File: src/rtl/vn_mem_arbiter_if.sv
// Bus bundle for vn_mem_arbiter: fetch port, data port, memory port and status.
// The perf-counter outputs only exist when VN_ARB_PERF_CNT_EN is defined.
interface vn_mem_arbiter_if #(
  parameter int ADDR_W = 8,
  parameter int DATA_W = 16
);
  logic              if_req_valid;
  logic              if_req_ready;
  logic [ADDR_W-1:0] if_addr;
  logic              if_rsp_valid;
  logic [DATA_W-1:0] if_rdata;
  logic              dm_req_valid;
  logic              dm_req_ready;
  logic              dm_we;
  logic [ADDR_W-1:0] dm_addr;
  logic [DATA_W-1:0] dm_wdata;
  logic              dm_rsp_valid;
  logic [DATA_W-1:0] dm_rdata;
  logic              mem_en;
  logic              mem_we;
  logic [ADDR_W-1:0] mem_addr;
  logic [DATA_W-1:0] mem_wdata;
  logic [DATA_W-1:0] mem_rdata;
  logic              busy;
  logic              owner;
`ifdef VN_ARB_PERF_CNT_EN
  logic [15:0]       fetch_grant_cnt;
  logic [15:0]       data_grant_cnt;
  logic [15:0]       fetch_stall_cnt;
`endif

  // Arbiter side
  modport slave (
    input  if_req_valid, if_addr, dm_req_valid, dm_we, dm_addr, dm_wdata, mem_rdata,
    output if_req_ready, if_rsp_valid, if_rdata, dm_req_ready, dm_rsp_valid, dm_rdata,
           mem_en, mem_we, mem_addr, mem_wdata, busy, owner
`ifdef VN_ARB_PERF_CNT_EN
           , fetch_grant_cnt, data_grant_cnt, fetch_stall_cnt
`endif
  );

  // Datapath / memory-model side
  modport master (
    output if_req_valid, if_addr, dm_req_valid, dm_we, dm_addr, dm_wdata, mem_rdata,
    input  if_req_ready, if_rsp_valid, if_rdata, dm_req_ready, dm_rsp_valid, dm_rdata,
           mem_en, mem_we, mem_addr, mem_wdata, busy, owner
`ifdef VN_ARB_PERF_CNT_EN
           , fetch_grant_cnt, data_grant_cnt, fetch_stall_cnt
`endif
  );
endinterface

File: src/rtl/vn_mem_arbiter.sv
// Unified-memory arbiter: serialises instruction fetch and load/store accesses,
// one transaction at a time, with bounded fetch starvation.
// Optional performance counters: define VN_ARB_PERF_CNT_EN.
//
// state  | meaning
// IDLE   | waiting for a request; arbitration winner sees ready
// ACCESS | mem_en pulsed on entry, waiting MEM_LAT cycles for read data
// RESP   | response pulse delivered to the owner
module vn_mem_arbiter #(
  parameter int ADDR_W     = 8,
  parameter int DATA_W     = 16,
  parameter int MEM_LAT    = 1,
  parameter int STARVE_MAX = 4
) (
  input  logic             clock,
  input  logic             reset,
  input  logic             halt,
  vn_mem_arbiter_if.slave  bus
);
  localparam logic [1:0] S_IDLE   = 2'd0;
  localparam logic [1:0] S_ACCESS = 2'd1;
  localparam logic [1:0] S_RESP   = 2'd2;

  localparam int LAT_W = $clog2(MEM_LAT + 1);
  localparam int CNT_W = $clog2(STARVE_MAX + 1);
  localparam logic [LAT_W-1:0] LAT_LOAD   = LAT_W'(MEM_LAT);
  localparam logic [CNT_W-1:0] STARVE_SAT = CNT_W'(STARVE_MAX);

  logic [1:0]        r_state;
  logic [LAT_W-1:0]  r_lat_cnt;
  logic [CNT_W-1:0]  r_starve_cnt;
  logic              r_owner;
  logic              r_we;
  logic              r_mem_en;
  logic [ADDR_W-1:0] r_mem_addr;
  logic [DATA_W-1:0] r_mem_wdata;
  logic              r_if_rsp_valid;
  logic              r_dm_rsp_valid;
  logic [DATA_W-1:0] r_if_rdata;
  logic [DATA_W-1:0] r_dm_rdata;

  logic w_idle;
  logic w_fetch_pend;
  logic w_fetch_win;
  logic w_data_win;

  // Ready is gated by reset so nothing is granted while reset is held.
  assign w_idle       = (r_state == S_IDLE) && reset;
  assign w_fetch_pend = bus.if_req_valid && !halt;
  assign w_fetch_win  = w_idle && w_fetch_pend &&
                        (!bus.dm_req_valid || (r_starve_cnt == STARVE_SAT));
  assign w_data_win   = w_idle && bus.dm_req_valid && !w_fetch_win;

  assign bus.if_req_ready = w_fetch_win;
  assign bus.dm_req_ready = w_data_win;
  assign bus.if_rsp_valid = r_if_rsp_valid;
  assign bus.if_rdata     = r_if_rdata;
  assign bus.dm_rsp_valid = r_dm_rsp_valid;
  assign bus.dm_rdata     = r_dm_rdata;
  assign bus.mem_en       = r_mem_en;
  assign bus.mem_we       = r_mem_en && r_we;
  assign bus.mem_addr     = r_mem_addr;
  assign bus.mem_wdata    = r_mem_wdata;
  assign bus.busy         = (r_state != S_IDLE);
  assign bus.owner        = r_owner;

  // Transaction sequencer: accept, strobe memory, wait latency, respond.
  always_ff @(posedge clock) begin
    if (!reset) begin
      r_state        <= S_IDLE;
      r_lat_cnt      <= '0;
      r_owner        <= 1'b0;
      r_we           <= 1'b0;
      r_mem_en       <= 1'b0;
      r_mem_addr     <= '0;
      r_mem_wdata    <= '0;
      r_if_rsp_valid <= 1'b0;
      r_dm_rsp_valid <= 1'b0;
      r_if_rdata     <= '0;
      r_dm_rdata     <= '0;
    end else begin
      r_mem_en       <= 1'b0;
      r_if_rsp_valid <= 1'b0;
      r_dm_rsp_valid <= 1'b0;
      case (r_state)
        S_IDLE: begin
          if (w_fetch_win) begin
            r_state    <= S_ACCESS;
            r_owner    <= 1'b0;
            r_we       <= 1'b0;
            r_mem_addr <= bus.if_addr;
            r_mem_en   <= 1'b1;
            r_lat_cnt  <= LAT_LOAD;
          end else if (w_data_win) begin
            r_state     <= S_ACCESS;
            r_owner     <= 1'b1;
            r_we        <= bus.dm_we;
            r_mem_addr  <= bus.dm_addr;
            r_mem_wdata <= bus.dm_wdata;
            r_mem_en    <= 1'b1;
            r_lat_cnt   <= LAT_LOAD;
          end
        end
        S_ACCESS: begin
          if (r_lat_cnt == '0) begin
            r_state <= S_RESP;
            if (!r_owner) begin
              r_if_rsp_valid <= 1'b1;
              r_if_rdata     <= bus.mem_rdata;
            end else begin
              r_dm_rsp_valid <= 1'b1;
              if (!r_we) r_dm_rdata <= bus.mem_rdata;
            end
          end else begin
            r_lat_cnt <= r_lat_cnt - LAT_W'(1);
          end
        end
        S_RESP:  r_state <= S_IDLE;
        default: r_state <= S_IDLE;
      endcase
    end
  end

  // Starvation counter: data grants while a fetch waits, saturating.
  always_ff @(posedge clock) begin
    if (!reset) begin
      r_starve_cnt <= '0;
    end else if (w_fetch_win) begin
      r_starve_cnt <= '0;
    end else if (w_data_win && w_fetch_pend) begin
      if (r_starve_cnt != STARVE_SAT) r_starve_cnt <= r_starve_cnt + CNT_W'(1);
    end else if (w_idle && !w_fetch_pend) begin
      r_starve_cnt <= '0;
    end
  end

`ifdef VN_ARB_PERF_CNT_EN
  logic [15:0] r_fetch_grant_cnt;
  logic [15:0] r_data_grant_cnt;
  logic [15:0] r_fetch_stall_cnt;

  assign bus.fetch_grant_cnt = r_fetch_grant_cnt;
  assign bus.data_grant_cnt  = r_data_grant_cnt;
  assign bus.fetch_stall_cnt = r_fetch_stall_cnt;

  // Wrap-around grant and fetch-stall counters.
  always_ff @(posedge clock) begin
    if (!reset) begin
      r_fetch_grant_cnt <= '0;
      r_data_grant_cnt  <= '0;
      r_fetch_stall_cnt <= '0;
    end else begin
      if (w_fetch_win) r_fetch_grant_cnt <= r_fetch_grant_cnt + 16'd1;
      if (w_data_win)  r_data_grant_cnt  <= r_data_grant_cnt + 16'd1;
      if (w_fetch_pend && !w_fetch_win) r_fetch_stall_cnt <= r_fetch_stall_cnt + 16'd1;
    end
  end
`endif
endmodule

File: src/flat_wrapper.sv
// flat-port wrapper written by rule: the top's interface ports become plain ports
module vn_mem_arbiter_flat 
#(
  parameter int ADDR_W     = 8,
  parameter int DATA_W     = 16,
  parameter int MEM_LAT    = 1,
  parameter int STARVE_MAX = 4
)
  (clock, reset, halt, bus_if_req_valid, bus_if_addr, bus_dm_req_valid, bus_dm_we, bus_dm_addr, bus_dm_wdata, bus_mem_rdata, bus_if_req_ready, bus_if_rsp_valid, bus_if_rdata, bus_dm_req_ready, bus_dm_rsp_valid, bus_dm_rdata, bus_mem_en, bus_mem_we, bus_mem_addr, bus_mem_wdata, bus_busy, bus_owner);
  vn_mem_arbiter_if #(.ADDR_W(ADDR_W), .DATA_W(DATA_W)) bus_i ();
  input  logic clock;
  input  logic reset;
  input  logic halt;
  input wire logic [$bits(bus_i.if_req_valid)-1:0] bus_if_req_valid;
  input wire logic [$bits(bus_i.if_addr)-1:0] bus_if_addr;
  input wire logic [$bits(bus_i.dm_req_valid)-1:0] bus_dm_req_valid;
  input wire logic [$bits(bus_i.dm_we)-1:0] bus_dm_we;
  input wire logic [$bits(bus_i.dm_addr)-1:0] bus_dm_addr;
  input wire logic [$bits(bus_i.dm_wdata)-1:0] bus_dm_wdata;
  input wire logic [$bits(bus_i.mem_rdata)-1:0] bus_mem_rdata;
  output wire logic [$bits(bus_i.if_req_ready)-1:0] bus_if_req_ready;
  output wire logic [$bits(bus_i.if_rsp_valid)-1:0] bus_if_rsp_valid;
  output wire logic [$bits(bus_i.if_rdata)-1:0] bus_if_rdata;
  output wire logic [$bits(bus_i.dm_req_ready)-1:0] bus_dm_req_ready;
  output wire logic [$bits(bus_i.dm_rsp_valid)-1:0] bus_dm_rsp_valid;
  output wire logic [$bits(bus_i.dm_rdata)-1:0] bus_dm_rdata;
  output wire logic [$bits(bus_i.mem_en)-1:0] bus_mem_en;
  output wire logic [$bits(bus_i.mem_we)-1:0] bus_mem_we;
  output wire logic [$bits(bus_i.mem_addr)-1:0] bus_mem_addr;
  output wire logic [$bits(bus_i.mem_wdata)-1:0] bus_mem_wdata;
  output wire logic [$bits(bus_i.busy)-1:0] bus_busy;
  output wire logic [$bits(bus_i.owner)-1:0] bus_owner;
  assign bus_i.if_req_valid = bus_if_req_valid;
  assign bus_i.if_addr = bus_if_addr;
  assign bus_i.dm_req_valid = bus_dm_req_valid;
  assign bus_i.dm_we = bus_dm_we;
  assign bus_i.dm_addr = bus_dm_addr;
  assign bus_i.dm_wdata = bus_dm_wdata;
  assign bus_i.mem_rdata = bus_mem_rdata;
  assign bus_if_req_ready = bus_i.if_req_ready;
  assign bus_if_rsp_valid = bus_i.if_rsp_valid;
  assign bus_if_rdata = bus_i.if_rdata;
  assign bus_dm_req_ready = bus_i.dm_req_ready;
  assign bus_dm_rsp_valid = bus_i.dm_rsp_valid;
  assign bus_dm_rdata = bus_i.dm_rdata;
  assign bus_mem_en = bus_i.mem_en;
  assign bus_mem_we = bus_i.mem_we;
  assign bus_mem_addr = bus_i.mem_addr;
  assign bus_mem_wdata = bus_i.mem_wdata;
  assign bus_busy = bus_i.busy;
  assign bus_owner = bus_i.owner;
  vn_mem_arbiter #(.ADDR_W(ADDR_W), .DATA_W(DATA_W), .MEM_LAT(MEM_LAT), .STARVE_MAX(STARVE_MAX)) u_core (.clock(clock), .reset(reset), .halt(halt), .bus(bus_i));
endmodule
File: config.mk
export PLATFORM = sky130hd
export DESIGN_NAME = vn_mem_arbiter_flat
export DESIGN_NICKNAME = d
export VERILOG_FILES = /design/src/rtl/vn_mem_arbiter_if.sv /design/src/rtl/vn_mem_arbiter.sv /design/src/flat_wrapper.sv
export SDC_FILE = /design/constraint.sdc
export NUM_CORES = 1
export LEC_CHECK = 0
export BUFFER_PORTS_ARGS = -buffer_cell sky130_fd_sc_hd__buf_2
export CAP_MARGIN = 20
export CORE_ASPECT_RATIO = 1.4
export CORE_MARGIN = 4
export CORE_UTILIZATION = 34
export DETAILED_ROUTE_END_ITERATION = 10
export SLEW_MARGIN = 30
export SYNTH_ARGS = -nofsm -noshare
export SYNTH_HDL_FRONTEND = slang
export SYNTH_SLANG_ARGS = --single-unit
export TNS_END_PERCENT = 10
File: constraint.sdc
create_clock -name clock -period 2.1 [get_ports clock]
set_clock_uncertainty 0.05 [all_clocks]
set_input_delay 0.21 -clock clock [delete_from_list [all_inputs] [get_ports clock]]
set_output_delay 0.21 -clock clock [all_outputs]
set_load 0.005 [all_outputs]
Word level (Yosys, flattened, before mapping)
Index checks and enable logic that the tools add are counted.
{ "word_totals": {"register_bits": 67, "out_inout_bits": 64, "word_cells": 75} }
{ "classes": {"n_addsub": 2, "n_eq_ne": 6, "n_mux": 20, "n_bitwise": 6, "n_reduce_logical": 29} }
{ "ops": {"columns": ["op", "count"], "rows": [
  ["$mux W8", 2],
  ["$mux W1", 10],
  ["$reduce_and A2 Y1", 5],
  ["$logic_and A1 B1 Y1", 9],
  ["$mux W3", 3],
  ["$reduce_bool A2 Y1", 4],
  ["$mux W2", 3],
  ["$not A1 Y1", 6],
  ["$reduce_and A3 Y1", 2],
  ["$logic_not A1 Y1", 4],
  ["$ne A2 B2 Y1 const B", 2],
  ["$pmux W2 S2", 1],
  ["$reduce_and A4 Y1", 1],
  ["$add A3 B1 Y3 const B", 1],
  ["$eq A3 B3 Y1 const B", 1],
  ["$ne A3 B1 Y1 const B", 1],
  ["$ne A3 B3 Y1 const B", 1],
  ["$reduce_or A3 Y1", 1],
  ["$eq A2 B1 Y1 const B", 1],
  ["$logic_not A2 Y1", 1],
  ["$pmux W1 S2", 1],
  ["$reduce_or A2 Y1", 1],
  ["$logic_or A1 B1 Y1", 1],
  ["$sub A1 B1 Y1 const B", 1]
]} }

Logic depth before layout (Yosys ltp)
Gate-level depths: netlist of run 1.
{ "depth": {"word_depth": 9, "mapped_depth": 7} }

Least setup slack after synthesis of run 1
Ideal clock, no wire load.
{ "synth_timing": {"path_type": "flip-flop to flip-flop", "start": "register u_core.r_starve_cnt[0]", "end": "register u_core.r_mem_wdata[12], in the netlist u_core.bus.mem_wdata[12]", "setup_time_ns": 0.125, "t_arrival_ns": 1.346, "required_time_ns": 1.925, "setup_slack_ns": 0.579, "stages_incl_launch_ff": 8, "period_less_slack_ns": 1.521, "path_cell_list": "dfxtp_1 > inv_1 > ha_1 > a21boi_2 > o2111ai_2 > clkbuf_1 > nand3_1 > o21ai_0"} }
{ "synth_via": {"elab_chain_cells": 6} }
{ "synth_rtl": {"columns": ["item", "line", "text"], "rows": [
  ["start, declared", "vn_mem_arbiter.sv:31", "logic [CNT_W-1:0] r_starve_cnt;"],
  ["start signal, assigned", "vn_mem_arbiter.sv:131", "if (r_starve_cnt != STARVE_SAT) r_starve_cnt <= r_starve_cnt + CNT_W'(1);"],
  ["$eq A3 B3 Y1 (*)", "vn_mem_arbiter.sv:51", "(!bus.dm_req_valid || (r_starve_cnt == STARVE_SAT));"],
  ["$logic_or A1 B1 Y1 (*)", "vn_mem_arbiter.sv:51", null],
  ["$logic_and A1 B1 Y1 (*)", "vn_mem_arbiter.sv:50", "assign w_fetch_win = w_idle && w_fetch_pend &&"],
  ["$logic_not A1 Y1", "vn_mem_arbiter.sv:52", "assign w_data_win = w_idle && bus.dm_req_valid && !w_fetch_win;"],
  ["$logic_and A1 B1 Y1", "vn_mem_arbiter.sv:52", null],
  ["$reduce_and A3 Y1 (no source line) (*)", null, null],
  ["end signal, assigned", "vn_mem_arbiter.sv:99", "r_mem_wdata <= bus.dm_wdata;"],
  ["end, declared", "vn_mem_arbiter.sv:36", "logic [DATA_W-1:0] r_mem_wdata;"]
]} }
Mark *: on every way between the ends. The rest lies on a longest branch, timed or not.
A chain may end at the register's enable or synchronous reset.

Worst setup path in the final report of run 1
{ "layout_timing": {"start": "register u_core.r_starve_cnt[0]", "end": "output bus_dm_req_ready"} }
{ "layout_via": {"elab_chain_cells": 5} }
{ "layout_rtl": {"columns": ["item", "line", "text"], "rows": [
  ["$eq A3 B3 Y1", "vn_mem_arbiter.sv:51", null],
  ["$logic_or A1 B1 Y1", "vn_mem_arbiter.sv:51", null],
  ["$logic_and A1 B1 Y1", "vn_mem_arbiter.sv:50", null],
  ["$logic_not A1 Y1", "vn_mem_arbiter.sv:52", null],
  ["$logic_and A1 B1 Y1", "vn_mem_arbiter.sv:52", null],
  ["end, declared", "flat_wrapper.sv:24", "output wire logic [$bits(bus_i.dm_req_ready)-1:0] bus_dm_req_ready;"]
]} }
Every way passes these cells.

==> results of run 1 <==
==> cells in the mapped netlist, types with 2 or more instances <==
library cell	number	area share
sky130_fd_sc_hd__dfxtp_1	67	0.52
sky130_fd_sc_hd__nand2_1	37	0.053
sky130_fd_sc_hd__o21ai_0	26	0.050
sky130_fd_sc_hd__nand3_1	25	0.048
sky130_fd_sc_hd__mux2i_1	24	0.093
sky130_fd_sc_hd__inv_1	21	0.030
sky130_fd_sc_hd__a21boi_0	19	0.055
sky130_fd_sc_hd__nor2b_1	18	0.043
sky130_fd_sc_hd__clkbuf_1	11	0.016
sky130_fd_sc_hd__and2_1	4	0.0096
sky130_fd_sc_hd__buf_2	3	0.0058
sky130_fd_sc_hd__nand2b_1	3	0.0072
sky130_fd_sc_hd__and3_1	2	0.0048
sky130_fd_sc_hd__buf_4	2	0.0058
sky130_fd_sc_hd__ha_1	2	0.0096
sky130_fd_sc_hd__nor2_1	2	0.0029
==> logic make-up (layout without fill, tap and decap cells) <==
group	count (synthesis)	in the layout	share of synthesized area
fa+ha+maj	2	2	0.009637
flops	67	67	0.5166
simple gates	98	98	0.1933
buf+inv	38	160	0.05927
compound gates	51	51	0.1287
mux	24	24	0.09253
==> repair_timing <==
action	CTS	global route
resized for setup	0	2
buffers inserted	0	0
endpoints found under the hold margin	0	0
endpoints found under the setup margin	0	1
==> through the flow <==
| step | hold slack, ps | utilization | cell area, um2 |
|---|---|---|---|
| global placement | 394.5 | 0.4429 | 3281 |
| global route | 36.97 | 0.4672 | 3461 |
| finish | 48.97 | 0.4672 | 3461 |
| detailed placement | 381.1 | 0.4429 | 3281 |
| floorplan | 285.8 | - | 2596 |
| CTS | 24.20 | 0.4647 | 3442 |
==> sequential cells by signal (all words and copies together) (netlist names) <==
| register | flops |
|---|---|
| u_core.r_starve_cnt | 3 |
| u_core.bus.if_rdata | 16 |
| u_core.bus.if_rsp_valid | 1 |
| u_core.r_lat_cnt | 1 |
| u_core.bus.dm_rsp_valid | 1 |
| u_core.bus.dm_rdata | 16 |
| u_core.bus.mem_en | 1 |
| u_core.r_state | 2 |
| u_core.bus.mem_wdata | 16 |
| u_core.r_we | 1 |
| u_core.bus.mem_addr | 8 |
| u_core.bus.owner | 1 |
==> path summary, 6_finish.rpt <==
path / from / endpoint
worst max register to register: u_core.r_starve_cnt[0] / u_core.bus.mem_wdata[11]
worst min-delay path: bus_dm_we / u_core.r_we
worst min register to register: u_core.bus.if_rdata[14] / u_core.bus.if_rdata[14]
worst max-delay path: u_core.r_starve_cnt[0] / bus_dm_req_ready
==> area by class of cell <==
type | count | area, um2
sequential | 67 | 1341
clock inverter | 2 | 12.51
inverter | 21 | 78.83
tap | 97 | 121.4
multi-input combinational | 175 | 1120
timing repair buffer | 124 | 638.1
clock buffer | 13 | 148.9
fill | 775 | 3946
==> per-layer routing <==
metal / share of wire / vias to the layer above / wire, um / GRT usage
met1: 0.44 / 978 / 2660 / 0.1542
met2: 0.45 / 86 / 2718 / 0.2175
li1: - / 1161 / - / -
met5: 0 / - / 0 / 0
met4: 0.023 / 0 / 138 / 0.07650
met3: 0.093 / 11 / 566 / 0.04450
==> where the power goes <==
| group | leakage [nW] | internal [mW] | switching (mW) |
|---|---|---|---|
| sequential | 0.547 | 1.35 | 0.0434 |
| clock | 0.0795 | 0.454 | 0.447 |
| combinational | 1.12 | 0.166 | 0.183 |
| total | 1.74 | 1.97 | 0.674 |
==> critical path, stage by stage (launching register included) <==
cell	delay, ps
sky130_fd_sc_hd__dfxtp_1	350
sky130_fd_sc_hd__inv_1	70
sky130_fd_sc_hd__ha_1	230
sky130_fd_sc_hd__a21boi_4	230
sky130_fd_sc_hd__o2111ai_4	230
sky130_fd_sc_hd__inv_1	150
sky130_fd_sc_hd__buf_2	130
==> out/metrics.yaml, run 1 <==
run_status: "finished, final reports clean"
period_minus_slack_ps: 1966
r2r_cells: 7
p_leak_nw: 1.744
total_power_mw: 2.647
ant_nets: 0
preCtsSetupSlack_ps: 298.1
initial_utilization: 0.3505
worst_setup_hold_path_clk_slew_ps: 60
rows: 37
drive_above_1_share: 0.3532
synthesis.yosys.warnings: 0
synthesis.area_per_instance_um2: 9.272
first_global_vias: 2125
cts.sink_count: 67
chipWidth_um: 81.86
grt_first_pass_wirelength_um: 9639
layout.cells.most_common: "sky130_fd_sc_hd__buf_2"
setup-violations-final: 0
min_delay_path_depth: 2
hold_viol: 0
timing.critical_path.to_type: "output pin"
worst_slack_ps: 134.2
clkLatencyLatePin_ps: 330
die-height_um: 111.4
core_region_area_mm2: 0.007407
power_density_over_the_cells_mw_per_mm2: 764.8
antenna_cells_inserted: 0
crit_path_max_fanout: 13
min_period_over_period: 0.9361
design.die.area_mm2: 0.009118
rrSetupSlack_ps: 420
max_slew_margin: 0.5713
dr.first_iter.drc_count: 55
seq_area_frac_synth: 0.5166
final_cell_mix: "sky130_fd_sc_hd__buf_2 (117), sky130_fd_sc_hd__dfxtp_1 (67), sky130_fd_sc_hd__nand2_1 (37), sky130_fd_sc_hd__o21ai_0 (26), sky130_fd_sc_hd__nand3_1 (25)"
cts_inserted_buffers: 9
post-route-drc-count: 0
achievable_freq_mhz: 508.7
drt_first_pass_iters: 4
grt_setup_unrepaired: "false"
vias_per_cell: 4.481
netlist-cell-type-count: 30
synth-main-ff-cell: "sky130_fd_sc_hd__dfxtp_1"
vdd_drop_max_uv: 334.5
mappedNetlistArea_mm2: 0.002596
max-clock-path-buffers: 2
synth_edf_count: 0
wp_data_arrival_ps: 1710
tritoncts: "built"
setup_tns_ps: 0
synthesis.instances: 280
ys_seq_elements: 67
routed_wirelength_um: 6082
antenna_found_initial: 0
port_buffers: 117
critPathRequiredTime_ps: 1840
crit_type: "register to output pin"
clock_tree.root_cell: "sky130_fd_sc_hd__clkbuf_8"
slew_viol_final: 0
total_grt_usage: 0.1355
num-nets-final: 454
sort_of_element_at_the_start_of_the_critical_path: "register"
async_reset_ff_frac: 0
synth_fp_nets: 336
timing_worst_slew_pin_value_ps: 643.0
htree_depth: 3
max_cap_viol_count: 0
num_vias: 2236
detailedPlacementHpwl_um: 4484
place.gp.congestion: 0.6975
globalRouteOverflowTotal: 0
worstHoldPathType: "input port to register"
place_inst: 484
hold_buf_cts: 0
wire_per_inst_um: 12.19
ioPinCount: 118
area_growth_syn_to_layout_pct: 33.30
pin_count_of_the_biggest_net_entering_global_routing: 41
final_cells: 499
No activity file was read; power rests on OpenSTA's default activity.
==> run 2: changes to the inputs <==
clock period = 1.65 ns   (was 2.1 ns; I/O delays follow)
==> out/metrics.yaml, run 2 (synthesis gave the netlist of run 1 again) <==
run_status: "complete, but fails checks"
failed_checks: "negative setup slack"
ioPinCount: 118
rows: 37
vias_per_cell: 4.601
drt_first_pass_iters: 4
cts_inserted_buffers: 9
post-route-drc-count: 0
period_minus_slack_ps: 1702
min_delay_path_depth: 3
dr.first_iter.drc_count: 54
worst_slack_ps: -52.34
multi_input_area_mm2: 0.001122
placedInstanceArea_mm2: 0.003326
total_power_mw: 3.791
layout.cells.most_common: "sky130_fd_sc_hd__buf_2"
clkLatencyLatePin_ps: 330
slew_viol_final: 0
hold_viol: 0
r2r_cells: 9
sort_of_element_at_the_start_of_the_critical_path: "register"
worst_setup_hold_path_clk_slew_ps: 70
antenna_found_initial: 0
place_inst: 485
min-delay-start: "bus_dm_wdata[3]"
post-route-cell-area_mm2: 0.003701
p_leak_nw: 1.848
critPathRequiredTime_ps: 1430
max_cap_viol_count: 0
final_cells: 511
tritoncts: "built"
antenna_cells_inserted: 0
grt_setup_unrepaired: "true"
area_growth_syn_to_layout_pct: 42.55
timing.critical_path.to_type: "output pin"
pin_count_of_the_biggest_net_entering_global_routing: 58
timing.critical_path.from: "u_core.r_starve_cnt[0]"
crit_path_max_fanout: 2
ant_nets: 0
worstHoldPathType: "input port to register"
max-clock-path-buffers: 2
initial_utilization: 0.3505
place.gp.congestion: 0.7417
timing_worst_slew_pin_value_ps: 299.7
total_grt_usage: 0.1485
power_density_over_the_cells_mw_per_mm2: 1024
clock_tree.root_cell: "sky130_fd_sc_hd__clkbuf_8"
crit_type: "register to output pin"
setup_tns_ps: -101.9
design.die.area_mm2: 0.009118
min_period_over_period: 1.032
detailedPlacementHpwl_um: 4592
globalRouteOverflowTotal: 0
chipWidth_um: 81.86
port_buffers: 117
drive_above_1_share: 0.3937
rrSetupSlack_ps: 30
cts.sink_count: 67
core_region_area_mm2: 0.007407
num_vias: 2351
first_global_vias: 2295
routed_wirelength_um: 6526
preCtsSetupSlack_ps: 114.7
setup-violations-final: 2
achievable_freq_mhz: 587.4
worst_hold_endpoint: "u_core.bus.mem_wdata[3]"
wire_per_inst_um: 12.77
die-height_um: 111.4
num-fill-cells: 753
max_slew_margin: 0.8002
final_cell_mix: "sky130_fd_sc_hd__buf_2 (115), sky130_fd_sc_hd__dfxtp_1 (65), sky130_fd_sc_hd__nand2_1 (37), sky130_fd_sc_hd__nand3_1 (25), sky130_fd_sc_hd__mux2i_1 (23)"
num-nets-final: 465
htree_depth: 3
grt_first_pass_wirelength_um: 10630
timing.rr.start: "u_core.r_starve_cnt[0]"
vdd_drop_max_uv: 657.6
wp_data_arrival_ps: 1490
layout.area.seq_mm2: 0.001344
r2r-end: "u_core.r_we"
==> run 2: cell types whose count changed in the layout (fill, tap and decap cells not counted), sizes merged <==
| cell | before | now |
|---|---|---|
| clkbuf | 13 | 10 |
| dlygate4sd3 | 0 | 2 |
| clkinv | 1 | 3 |
| clkinvlp | 1 | 2 |
| inv | 21 | 20 |
| bufinv | 0 | 2 |
| buf | 124 | 133 |
==> run 2: how the worst max path moves through the flow <==
stage | slack, ps | to
after detailed placement | 110 | u_core.bus.mem_addr[4]
after global placement | 160 | bus_dm_req_ready
final | -50 | bus_if_req_ready
after floorplan | 130 | u_core.bus.mem_wdata[12]
after global routing | -140 | bus_dm_req_ready
after CTS | -90 | bus_dm_req_ready
==> run 2: metal layers <==
layer  track usage  part of all wire  vias up
li1              -                 -     1185
met4       0.04989             0.010        0
met2        0.2499              0.47       97
met1        0.1586              0.40     1064
met3       0.07282              0.11        5
met5             0                 0        -
==> run 2: through the flow <==
step | hold slack, ps | util
6_report | 22.09 | 0.4997
5_1_grt | 17.03 | 0.4997
4_1_cts | 5.420 | 0.4951
3_5_place_dp | 354.6 | 0.4490
3_3_place_gp | 326.6 | 0.4490
2_1_floorplan | 240.8 | -
==> run 2: cell type report <==
| cell class | count | area share |
|---|---|---|
| tap | 97 | 0.03279 |
| clock inverter | 6 | 0.02400 |
| multi-input combinational | 175 | 0.3032 |
| inverter | 21 | 0.02468 |
| sequential | 67 | 0.3631 |
| timing repair buffer | 135 | 0.2150 |
| clock buffer | 10 | 0.03719 |
==> run 2: power breakdown <==
group,internal (mW),switching [mW],total [mW]
Sequential,1.72,0.0573,1.78
Combinational,0.251,0.249,0.500
Clock,0.892,0.621,1.51
Total,2.86,0.927,3.79
==> run 2: repair_timing <==
action,in CTS,in global routing
pin swaps,3,4
setup endpoints to repair,2,15
buffers inserted,5,2
cloned,1,0
endpoints found under the hold margin,1,1
hold buffers,1,1
resized for setup,11,8
==> run 2: worst max-delay path, stage by stage, from the launching register on <==
cell and delay [ps]:
sky130_fd_sc_hd__dfxtp_2 330, sky130_fd_sc_hd__inv_2 50, sky130_fd_sc_hd__ha_4 150, sky130_fd_sc_hd__a21boi_2 160
sky130_fd_sc_hd__buf_4 140, sky130_fd_sc_hd__nor2_4 40, sky130_fd_sc_hd__and3_4 170, sky130_fd_sc_hd__buf_6 110
==> run 3: changes to the inputs <==
CORE_ASPECT_RATIO = 2   (was 1.4)
SKIP_LAST_GASP = 1   (was default)
SLEW_MARGIN = default   (was 30)
==> out/metrics.yaml, run 3 (synthesis gave the netlist of run 1 again) <==
core_region_area_mm2: 0.007377
cts.sink_count: 67
detailedPlacementHpwl_um: 5013
num-nets-final: 460
routed_wirelength_um: 6531
critPathRequiredTime_ps: 1430
layout.cells.most_common: "sky130_fd_sc_hd__buf_2"
tritoncts: "built"
timing_worst_slew_pin_value_ps: 326.8
min_period_over_period: 1.021
die-height_um: 131.6
hold_viol: 0
vias_per_cell: 4.513
total_grt_usage: 0.1482
area_growth_syn_to_layout_pct: 42.75
dr.first_iter.drc_count: 83
timing.critical_path.from: "u_core.r_starve_cnt[0]"
setup-violations-final: 1
period_minus_slack_ps: 1685
post-route-util: 0.5024
sort_of_element_at_the_start_of_the_critical_path: "register"
worstHoldPathType: "input port to register"
pin_count_of_the_biggest_net_entering_global_routing: 34
p_leak_nw: 1.859
antenna_found_initial: 0
grt_first_pass_wirelength_um: 10990
achievable_freq_mhz: 593.4
wire_per_inst_um: 13.04
htree_depth: 3
slew_viol_final: 0
ant_nets: 0
clkLatencyLatePin_ps: 320
post-route-drc-count: 0
num_vias: 2261
vdd_drop_max_uv: 611.5
drt_first_pass_iters: 4
globalRouteOverflowTotal: 0
worst_setup_path_endpoint: "bus_if_req_ready"
final.hold.worst_slack_ps: 39.26
r2r_cells: 9
initial_utilization: 0.3519
r2r-end: "u_core.bus.mem_addr[1]"
ioPinCount: 118
max_slew_margin: 0.7819
wp_data_arrival_ps: 1470
clock_tree.root_cell: "sky130_fd_sc_hd__clkbuf_16"
cts_inserted_buffers: 9
crit_path_max_fanout: 2
design.die.area_mm2: 0.009183
first_global_vias: 2315
power_density_over_the_cells_mw_per_mm2: 1127
port_buffers: 117
max_cap_viol_count: 0
max-clock-path-buffers: 2
antenna_cells_inserted: 0
rrSetupSlack_ps: 90
grt_setup_unrepaired: "true"
drive_above_1_share: 0.3863
worst_setup_hold_path_clk_slew_ps: 50
timing.rr.start: "u_core.r_starve_cnt[0]"
worst_slack_ps: -35.22
rows: 44
failed_checks: "negative setup slack"
crit_type: "register to output pin"
final_cell_mix: "sky130_fd_sc_hd__buf_2 (116), sky130_fd_sc_hd__dfxtp_1 (65), sky130_fd_sc_hd__nand2_1 (37), sky130_fd_sc_hd__o21ai_0 (26), sky130_fd_sc_hd__nand3_1 (25)"
chipWidth_um: 69.79
run_status: "complete, but fails checks"
timing.critical_path.to_type: "output pin"
place.gp.congestion: 0.7107
[run 3: cell types whose count changed in the layout (fill, tap and decap cells not counted), sizes merged]
cell         delta
clkinv          -1
dlygate4sd3     -1
buf             -4
bufinv          -1
clkinvlp        -1
inv             +1
clkbuf          +2
[run 3: worst max-delay path, stage by stage, from the launching register on]
cell and delay (ps):
sky130_fd_sc_hd__dfxtp_2 330, sky130_fd_sc_hd__inv_2 50, sky130_fd_sc_hd__ha_4 160, sky130_fd_sc_hd__a21boi_4 160, sky130_fd_sc_hd__buf_4 150, sky130_fd_sc_hd__nor2_4 30, sky130_fd_sc_hd__and3_4 180, sky130_fd_sc_hd__buf_6 110
[run 3: per-stage QoR]
stage / instances / setup TNS [ps] / cell area, um2 / total power, mW / setup WS [ps]
2_1_floorplan: 280 / 0 / 2596 / 2.033 / 128.9
3_3_place_gp: 481 / 0 / 3314 / 2.270 / 118.5
3_5_place_dp: 481 / 0 / 3314 / 2.282 / 93.60
4_1_cts: 501 / -54.89 / 3687 / 4.255 / -39.29
5_1_grt: 501 / -149.7 / 3706 / 4.397 / -95.79
6_report: 501 / -35.22 / 3706 / 4.175 / -35.22
[run 3: layout make-up]
cell class	instances	area [um2]
inverter	21	78.83
timing repair buffer	130	716.9
tap	92	115.1
clock inverter	4	47.55
multi-input combinational	175	1137
clock buffer	12	266.5
sequential	67	1344
fill	744	3671
[run 3: what timing repair did]
action / CTS / global route
buffers inserted: 3 / 0
hold buffers: 1 / 0
endpoints found under the setup margin: 2 / 2
resized for setup: 9 / 2
pin swaps: 3 / 0
hold endpoints to repair: 1 / 0
[run 3: worst min path at each step]
stage	cells after the start	startpoint	endpoint	slack, ps
after floorplan	1	bus_dm_we	u_core.r_we	240
after global placement	2	bus_dm_we	u_core.r_we	330
after detailed placement	2	bus_dm_we	u_core.r_we	340
after CTS	3	bus_dm_wdata[4]	u_core.bus.mem_wdata[4]	20
after global routing	3	bus_mem_rdata[5]	u_core.bus.if_rdata[5]	50
final	3	bus_dm_wdata[4]	u_core.bus.mem_wdata[4]	40
[run 3: layer usage]
| layer | part of all wire | up-vias | wire [um] | track usage |
|---|---|---|---|---|
| met2 | 0.57 | 73 | 3734 | 0.2756 |
| met4 | 0.015 | 0 | 99 | 0.06716 |
| li1 | - | 1173 | - | - |
| met1 | 0.34 | 1007 | 2251 | 0.1477 |
| met5 | 0 | - | 0 | 0 |
| met3 | 0.068 | 8 | 446 | 0.04281 |
[run 3: report_power, final]
group	switching [mW]	internal (mW)
clock network	0.641	1.29
registers	0.0578	1.73
logic	0.237	0.228
total	0.936	3.24
